`src/rtl/trap_controller.sv`:
```
// Trap sequencer between the status register and the control unit: detects enabled
// fault flags and walks ENTER -> SAVE -> HANDLER -> RETURN, with a handler watchdog.
module trap_controller #(
    parameter logic [11:0] VECTOR_BASE = 12'hF00,
    parameter int          TIMEOUT_W   = 10
) (
    input  logic        clk,
    input  logic        reset,
    input  logic [19:0] statusReg,
    input  logic [4:0]  trap_enable,
    input  logic        handler_done,
    input  logic        xor_req,
    output logic        trap,
    output logic        reg_to_instruction,
    output logic        xorData,
    output logic [2:0]  trap_cause,
    output logic [11:0] trap_vector,
    output logic        trap_overrun,
    output logic [3:0]  overrun_count,
    output logic        timeout
);

    typedef enum logic [2:0] {S_IDLE, S_ENTER, S_SAVE, S_HANDLER, S_RETURN} state_t;

    localparam logic [TIMEOUT_W-1:0] WD_MAX = '1;

    state_t               r_state;
    logic [TIMEOUT_W-1:0] r_wdog;

    logic [4:0]  w_qual;
    logic [2:0]  w_cause;
    logic [4:0]  w_cause_mask;
    logic [11:0] w_vec;
    logic        w_other;
    logic        w_active;
    logic        w_unused_sr;

    // w_qual bit i corresponds to cause code i+1
    assign w_qual = {statusReg[12] & trap_enable[4],
                     statusReg[11] & trap_enable[3],
                     statusReg[18] & trap_enable[2],
                     statusReg[17] & trap_enable[1],
                     statusReg[14] & trap_enable[0]};

    assign w_unused_sr = ^{statusReg[16:15], statusReg[13], statusReg[10:0]};

    always_comb begin
        w_cause = 3'd0;
        if (w_qual[0])      w_cause = 3'd1;
        else if (w_qual[1]) w_cause = 3'd2;
        else if (w_qual[2]) w_cause = 3'd3;
        else if (w_qual[3]) w_cause = 3'd4;
        else if (w_qual[4]) w_cause = 3'd5;
    end

    always_comb begin
        w_cause_mask = 5'b00000;
        case (trap_cause)
            3'd1:    w_cause_mask = 5'b00001;
            3'd2:    w_cause_mask = 5'b00010;
            3'd3:    w_cause_mask = 5'b00100;
            3'd4:    w_cause_mask = 5'b01000;
            3'd5:    w_cause_mask = 5'b10000;
            default: w_cause_mask = 5'b00000;
        endcase
    end

    assign w_vec    = VECTOR_BASE + {7'd0, w_cause, 2'b00};
    assign w_active = (r_state == S_ENTER) || (r_state == S_SAVE) || (r_state == S_HANDLER);
    // The cause currently being serviced is never an overrun of itself
    assign w_other  = |(w_qual & ~w_cause_mask);

    always_ff @(posedge clk or negedge reset) begin
        if (!reset) begin
            r_state            <= S_IDLE;
            r_wdog             <= '0;
            trap               <= 1'b0;
            reg_to_instruction <= 1'b0;
            xorData            <= 1'b0;
            trap_cause         <= 3'd0;
            trap_vector        <= 12'h000;
            trap_overrun       <= 1'b0;
            overrun_count      <= 4'd0;
            timeout            <= 1'b0;
        end else begin
            reg_to_instruction <= 1'b0;
            xorData            <= 1'b0;
            timeout            <= 1'b0;

            if (w_active && w_other) begin
                trap_overrun <= 1'b1;
                if (overrun_count != 4'hF) overrun_count <= overrun_count + 4'd1;
            end

            case (r_state)
                S_IDLE: begin
                    if (|w_qual) begin
                        trap_cause  <= w_cause;
                        trap_vector <= w_vec;
                        trap        <= 1'b1;
                        r_wdog      <= '0;
                        r_state     <= S_ENTER;
                    end
                end
                S_ENTER: begin
                    reg_to_instruction <= 1'b1;
                    r_state            <= S_SAVE;
                end
                S_SAVE: r_state <= S_HANDLER;
                S_HANDLER: begin
                    if (handler_done) begin
                        trap    <= 1'b0;
                        r_state <= S_RETURN;
                    end else if (r_wdog == WD_MAX) begin
                        trap    <= 1'b0;
                        timeout <= 1'b1;
                        r_state <= S_RETURN;
                    end else begin
                        r_wdog <= r_wdog + 1'b1;
                        if (xor_req && statusReg[19]) xorData <= 1'b1;
                    end
                end
                S_RETURN: r_state <= S_IDLE;
                default:  r_state <= S_IDLE;
            endcase
        end
    end

endmodule

```
`config.mk`:
```
export PLATFORM = sky130hd
export DESIGN_NAME = trap_controller
export DESIGN_NICKNAME = d
export VERILOG_FILES = /design/src/rtl/trap_controller.sv
export SDC_FILE = /design/constraint.sdc
export NUM_CORES = 1
export LEC_CHECK = 0
export ABC_AREA = 1
export CAP_MARGIN = 20
export CORE_UTILIZATION = 30
export DETAILED_ROUTE_END_ITERATION = 7
export PLACE_DENSITY = 0.61
export SETUP_SLACK_MARGIN = 0.2
export SLEW_MARGIN = 30
export SYNTH_ARGS = -nofsm -noshare
export SYNTH_HDL_FRONTEND = slang
export SYNTH_SLANG_ARGS = --single-unit
```
`constraint.sdc`:
```
create_clock -name clk -period 3.7 [get_ports clk]
set_clock_uncertainty 0.2 [all_clocks]
set_input_delay 0.925 -clock clk [delete_from_list [all_inputs] [get_ports clk]]
set_output_delay 0.925 -clock clk [all_outputs]
set_load 0.01 [all_outputs]
```
# Word-level counts from Yosys, hierarchy flattened
# Cells that the tools add are included.
# W data, S select, Z words.
[totals]
ff_bits = 37
in_bits = 29
wordCells = 73
[classes]
add_sub_neg = 3
eq_ne = 14
n_mux = 26
bitwise = 7
n_reduce_logical = 13
[ops]
columns = ["cell", "count"]
rows = [
  ["$mux W10", 3],
  ["$pmux W5 S5", 1],
  ["$mux W3", 8],
  ["$pmux W10 S2", 1],
  ["$eq A3 B2 Y1 const B", 4],
  ["$pmux W3 S4", 1],
  ["$mux W1", 11],
  ["$add A10 B1 Y10 const B", 1],
  ["$add A9 B6 Y10 const A", 1],
  ["$eq A10 B10 Y1 const B", 1],
  ["$reduce_or A5 Y1", 2],
  ["$eq A3 B1 Y1 const B", 2],
  ["$eq A3 B3 Y1 const B", 2],
  ["$ne A2 B2 Y1 const B", 3],
  ["$reduce_and A2 Y1", 3],
  ["$and A1 B1 Y1", 5],
  ["$and A5 B5 Y5", 1],
  ["$not A5 Y5", 1],
  ["$add A4 B1 Y4 const B", 1],
  ["$ne A4 B4 Y1 const B", 1],
  ["$reduce_and A4 Y1", 1],
  ["$logic_not A3 Y1", 1],
  ["$ne A3 B2 Y1 const B", 1],
  ["$reduce_and A3 Y1", 1],
  ["4 further kinds", 6],
]

# Logic depth before layout (Yosys ltp)
[logic_depth]
depth_word = 7
ltp_mapped = 9

# Worst setup path after synthesis
# Ideal clock, no wire load.
[synth_timing]
kind = "input port to flip-flop"
from = "in statusReg[14]"
to = "reg trap_vector[10]"
setup_time_ps = 124
arrival_ps = 1691
slack_ps = 1684
stages = 5
path_buffers = 0
path_cell_list = "nand2_1 > nand3_1 > o21ai_2 > inv_2 > or2_1"
[synth_between]
elab_chain_cells = 3
[synth_rtl]
columns = ["item", "line", "source"]
rows = [
  ["start: declaration", "9", "input logic [19:0] statusReg,"],
  ["$and A1 B1 Y1 (*)", "43", "statusReg[14] & trap_enable[0]};"],
  ["$mux W3 or $reduce_or A5 Y1 (tied branches)", "49, 97", ""],
  ["$add A9 B6 Y10 or $reduce_and A2 Y1 (tied branches)", "--", ""],
  ["end signal: assignment", "99", "trap_vector <= w_vec;"],
  ["end: declaration", "17", "output logic [11:0] trap_vector,"],
]
# Every way passes the cells marked *; elsewhere a longest branch is shown, timed or not.
# A chain may end at the register's enable or synchronous reset.

# Final worst setup path
[layout_timing]
from = "reg trap_cause[1]"
to = "out trap_cause[1]"
[layout_rtl]
columns = ["item", "line", "source"]
rows = [
  ["start: declaration", "16", "output logic [2:0] trap_cause,"],
  ["start signal: assignment", "98", "trap_cause <= w_cause;"],
]
# No word-level cell between the ends.

==> results.py <==
metrics = {
    "layout": {
        "final_util": 0.403,
        "area_growth_pct": 26.9,
        "final_cell_mix": "nand2_1, clkdlybuf4s50_1, dfrtp_1",
        "fill_cells": 503,
        "drive_above_1_share": 0.100,
        "final_common_cell": "nand2_1",
        "nNetsFinal": 252,
        "n_antenna_cell": 0,
        "multi_input_area_sq_um": 699,
        "ff_latch_area_sq_um": 651,
    },
    "drt": {
        "antenna_left": 0,
        "drt_first_iter_violations": 64,
        "route.detailed.drc": 0,
        "avgViaCountPerCell": 4.39,
        "dr.pass1.iters": 5,
        "vias": 1259,
        "wl_per_cell_um": 10.3,
        "wirelength_mm": 2.95,
    },
    "floorplanning": {
        "die_x_um": 73.2,
        "fp-row-count": 25,
        "ioPinCount": 53,
        "die_area_sq_mm": 0.00536,
        "start_util": 0.318,
        "core_area_sq_mm": 0.00479,
        "die_h_um": 73.2,
    },
    "clocking": {
        "cts_root_buffer": "clkbuf_8",
        "h-tree-depth": 1,
        "postCtsSetupRepairBufs": 0,
        "cts_buffers": 3,
        "holdBufCountCts": 0,
        "clock_sinks": 26,
        "path_clk_slew_ns": 0.09,
        "clk_path_buf_depth": 2,
        "insertion_delay_ns": 0.27,
        "cts_tree": "built",
        "post_cts_resized": 0,
    },
    "sta": {
        "hold_violations": 0,
        "setup-tns-final_ns": 0,
        "max_freq_ghz": 0.410,
        "finalCriticalPeriod_ns": 2.44,
        "finalMaxSlewViolations": 0,
        "finalHoldWorstSlack_ns": 0.264,
        "period_share": 0.659,
        "grt_setup_unrepaired": "false",
        "finalSetupViolations": 0,
    },
    "place": {
        "port-buffer-count": 33,
        "hpwl_mm": 2.21,
        "gp_congestion": 0.829,
    },
    "worst_setup_path": {
        "cp_max_fo": 7,
        "crit_arrival_ns": 1.31,
        "worstPathRequired_ns": 2.57,
        "critPathKind": "register to output pin",
        "start_kind": "register",
        "crit_buf_inv": 1,
        "worstSetupEndpointType": "output pin",
        "reg2reg_slack_ns": 1.95,
        "cp_num_cells": 1,
        "worstPathCellList": "clkdlybuf4s50_1",
        "crit_slowest_cell": "clkdlybuf4s50_1",
        "critical_path.max_stage_delay_ns": 0.58,
        "crit_family": "buffers and inverters",
        "rr_worst_depth": 8,
    },
    "yosys": {
        "syn_avg_cell_area_sq_um": 8.04,
        "synth-seq-cells": 26,
        "synth_cells": 189,
        "synth_cell_types": 32,
        "yosysSeqAreaShare": 0.428,
        "ys_warn_count": 0,
        "netlist_area_sq_mm": 0.00152,
    },
    "run": {
        "maxCapViolCount": 0,
    },
    "global_routing": {
        "grt_usage": 0.121,
        "antenna_found_initial": 0,
        "overflow": 0,
        "grt_pass1_wl_mm": 5.01,
        "grt_pass1_vias": 1101,
        "grt_max_degree": 27,
    },
    "worst_hold_path": {
        "hold_path_depth": 1,
        "min-delay-path-class": "register to register",
    },
    "power": {
        "p_per_area_mw_per_mm2": 617,
        "p_leak_nw": 0.883,
        "irDropWorstVdd_mv": 0.267,
    },
    "status": {
        "status": "finished, final reports clean",
    },
}
==> path summary, 6_finish.rpt <==
check / endpoint / from
hold reg to reg: trap_overrun / trap_overrun
min in group asynchronous: trap_cause[0] / reset
max in group asynchronous: r_state[0] / reset
setup reg to reg: r_wdog[5] / r_wdog[0]
setup / recovery: trap_cause[1] / trap_cause[1]
hold / removal: trap_overrun / trap_overrun
==> final cells by class <==
| type | count | share of cell area |
|---|---|---|
| clock buffer | 4 | 0.0285 |
| inverter | 24 | 0.0532 |
| multi-input combinational | 132 | 0.363 |
| sequential | 26 | 0.337 |
| tap | 67 | 0.0435 |
| timing repair buffer | 34 | 0.175 |
==> report_power, final <==
part	switching (mW)	internal, mW
clock network	0.0905	0.0952
logic	0.311	0.244
registers	0.0893	0.360
total	0.491	0.699
==> layer usage <==
layer / routed length [um] / track usage
met1: 1410 / 0.155
met4: 8 / 0.0131
met3: 124 / 0.0345
met2: 1410 / 0.209
met5: 0 / 0
==> cells by family (layout without fill, tap and decap cells) <==
kind of cell / after synthesis / count (layout) / share of synthesized area
compound gates: 24 / 24 / 0.0955
xor+xnor: 5 / 5 / 0.0288
fa+ha+maj: 2 / 2 / 0.0165
buf+inv: 35 / 62 / 0.122
flops: 26 / 26 / 0.428
other cells: 1 / 5 / 0.00247
simple gates: 96 / 96 / 0.307
==> worst register-to-register path: stages, from the launching register on <==
cell and delay (ns):
dfrtp_1 0.45, ha_1 0.22, inv_1 0.09, nor2_4 0.14
nand3b_2 0.11, nand2_4 0.14, nand2_8 0.10, a21oi_1 0.15
nor2_1 0.06
==> metrics by stage <==
step	instance area, sq um	std cells	setup slack [ns]	power [mW]
3_3_place_gp	1870	283	1.16	1.01
5_1_grt	1930	287	1.19	1.29
3_5_place_dp	1870	283	1.15	1.02
2_1_floorplan	1540	193	1.68	0.824
6_report	1930	287	1.26	1.19
4_1_cts	1930	287	1.23	1.21
==> synthesized netlist by cell type (all sizes together) <==
master  instances  share of area
a21o            1         0.0049
o211ai          1         0.0049
ha              2          0.016
clkinv          1          0.011
o21ai           9          0.032
conb            1         0.0025
inv            23          0.057
nand3b          1         0.0074
dfrtp          26           0.43
a21oi           8          0.031
nor4            2         0.0082
o31ai           2         0.0099
nor3            2         0.0066
xor2            4          0.023
buf            11          0.054
nand2          53           0.15
o22ai           3          0.012
nand4           6          0.025
or2             1         0.0041
xnor2           1         0.0058
nand3          12          0.048
nor2           19          0.058
==> registers in the layout, summed over array words and instances, names as in the netlist <==
| register | count |
|---|---|
| trap_overrun | 1 |
| overrun_count | 4 |
| r_state | 3 |
| r_wdog | 10 |
| trap_vector | 2 |
| trap_cause | 2 |
| xorData | 1 |
| timeout | 1 |
| reg_to_instruction | 1 |
| trap | 1 |
(Power assumes the default switching activity.)
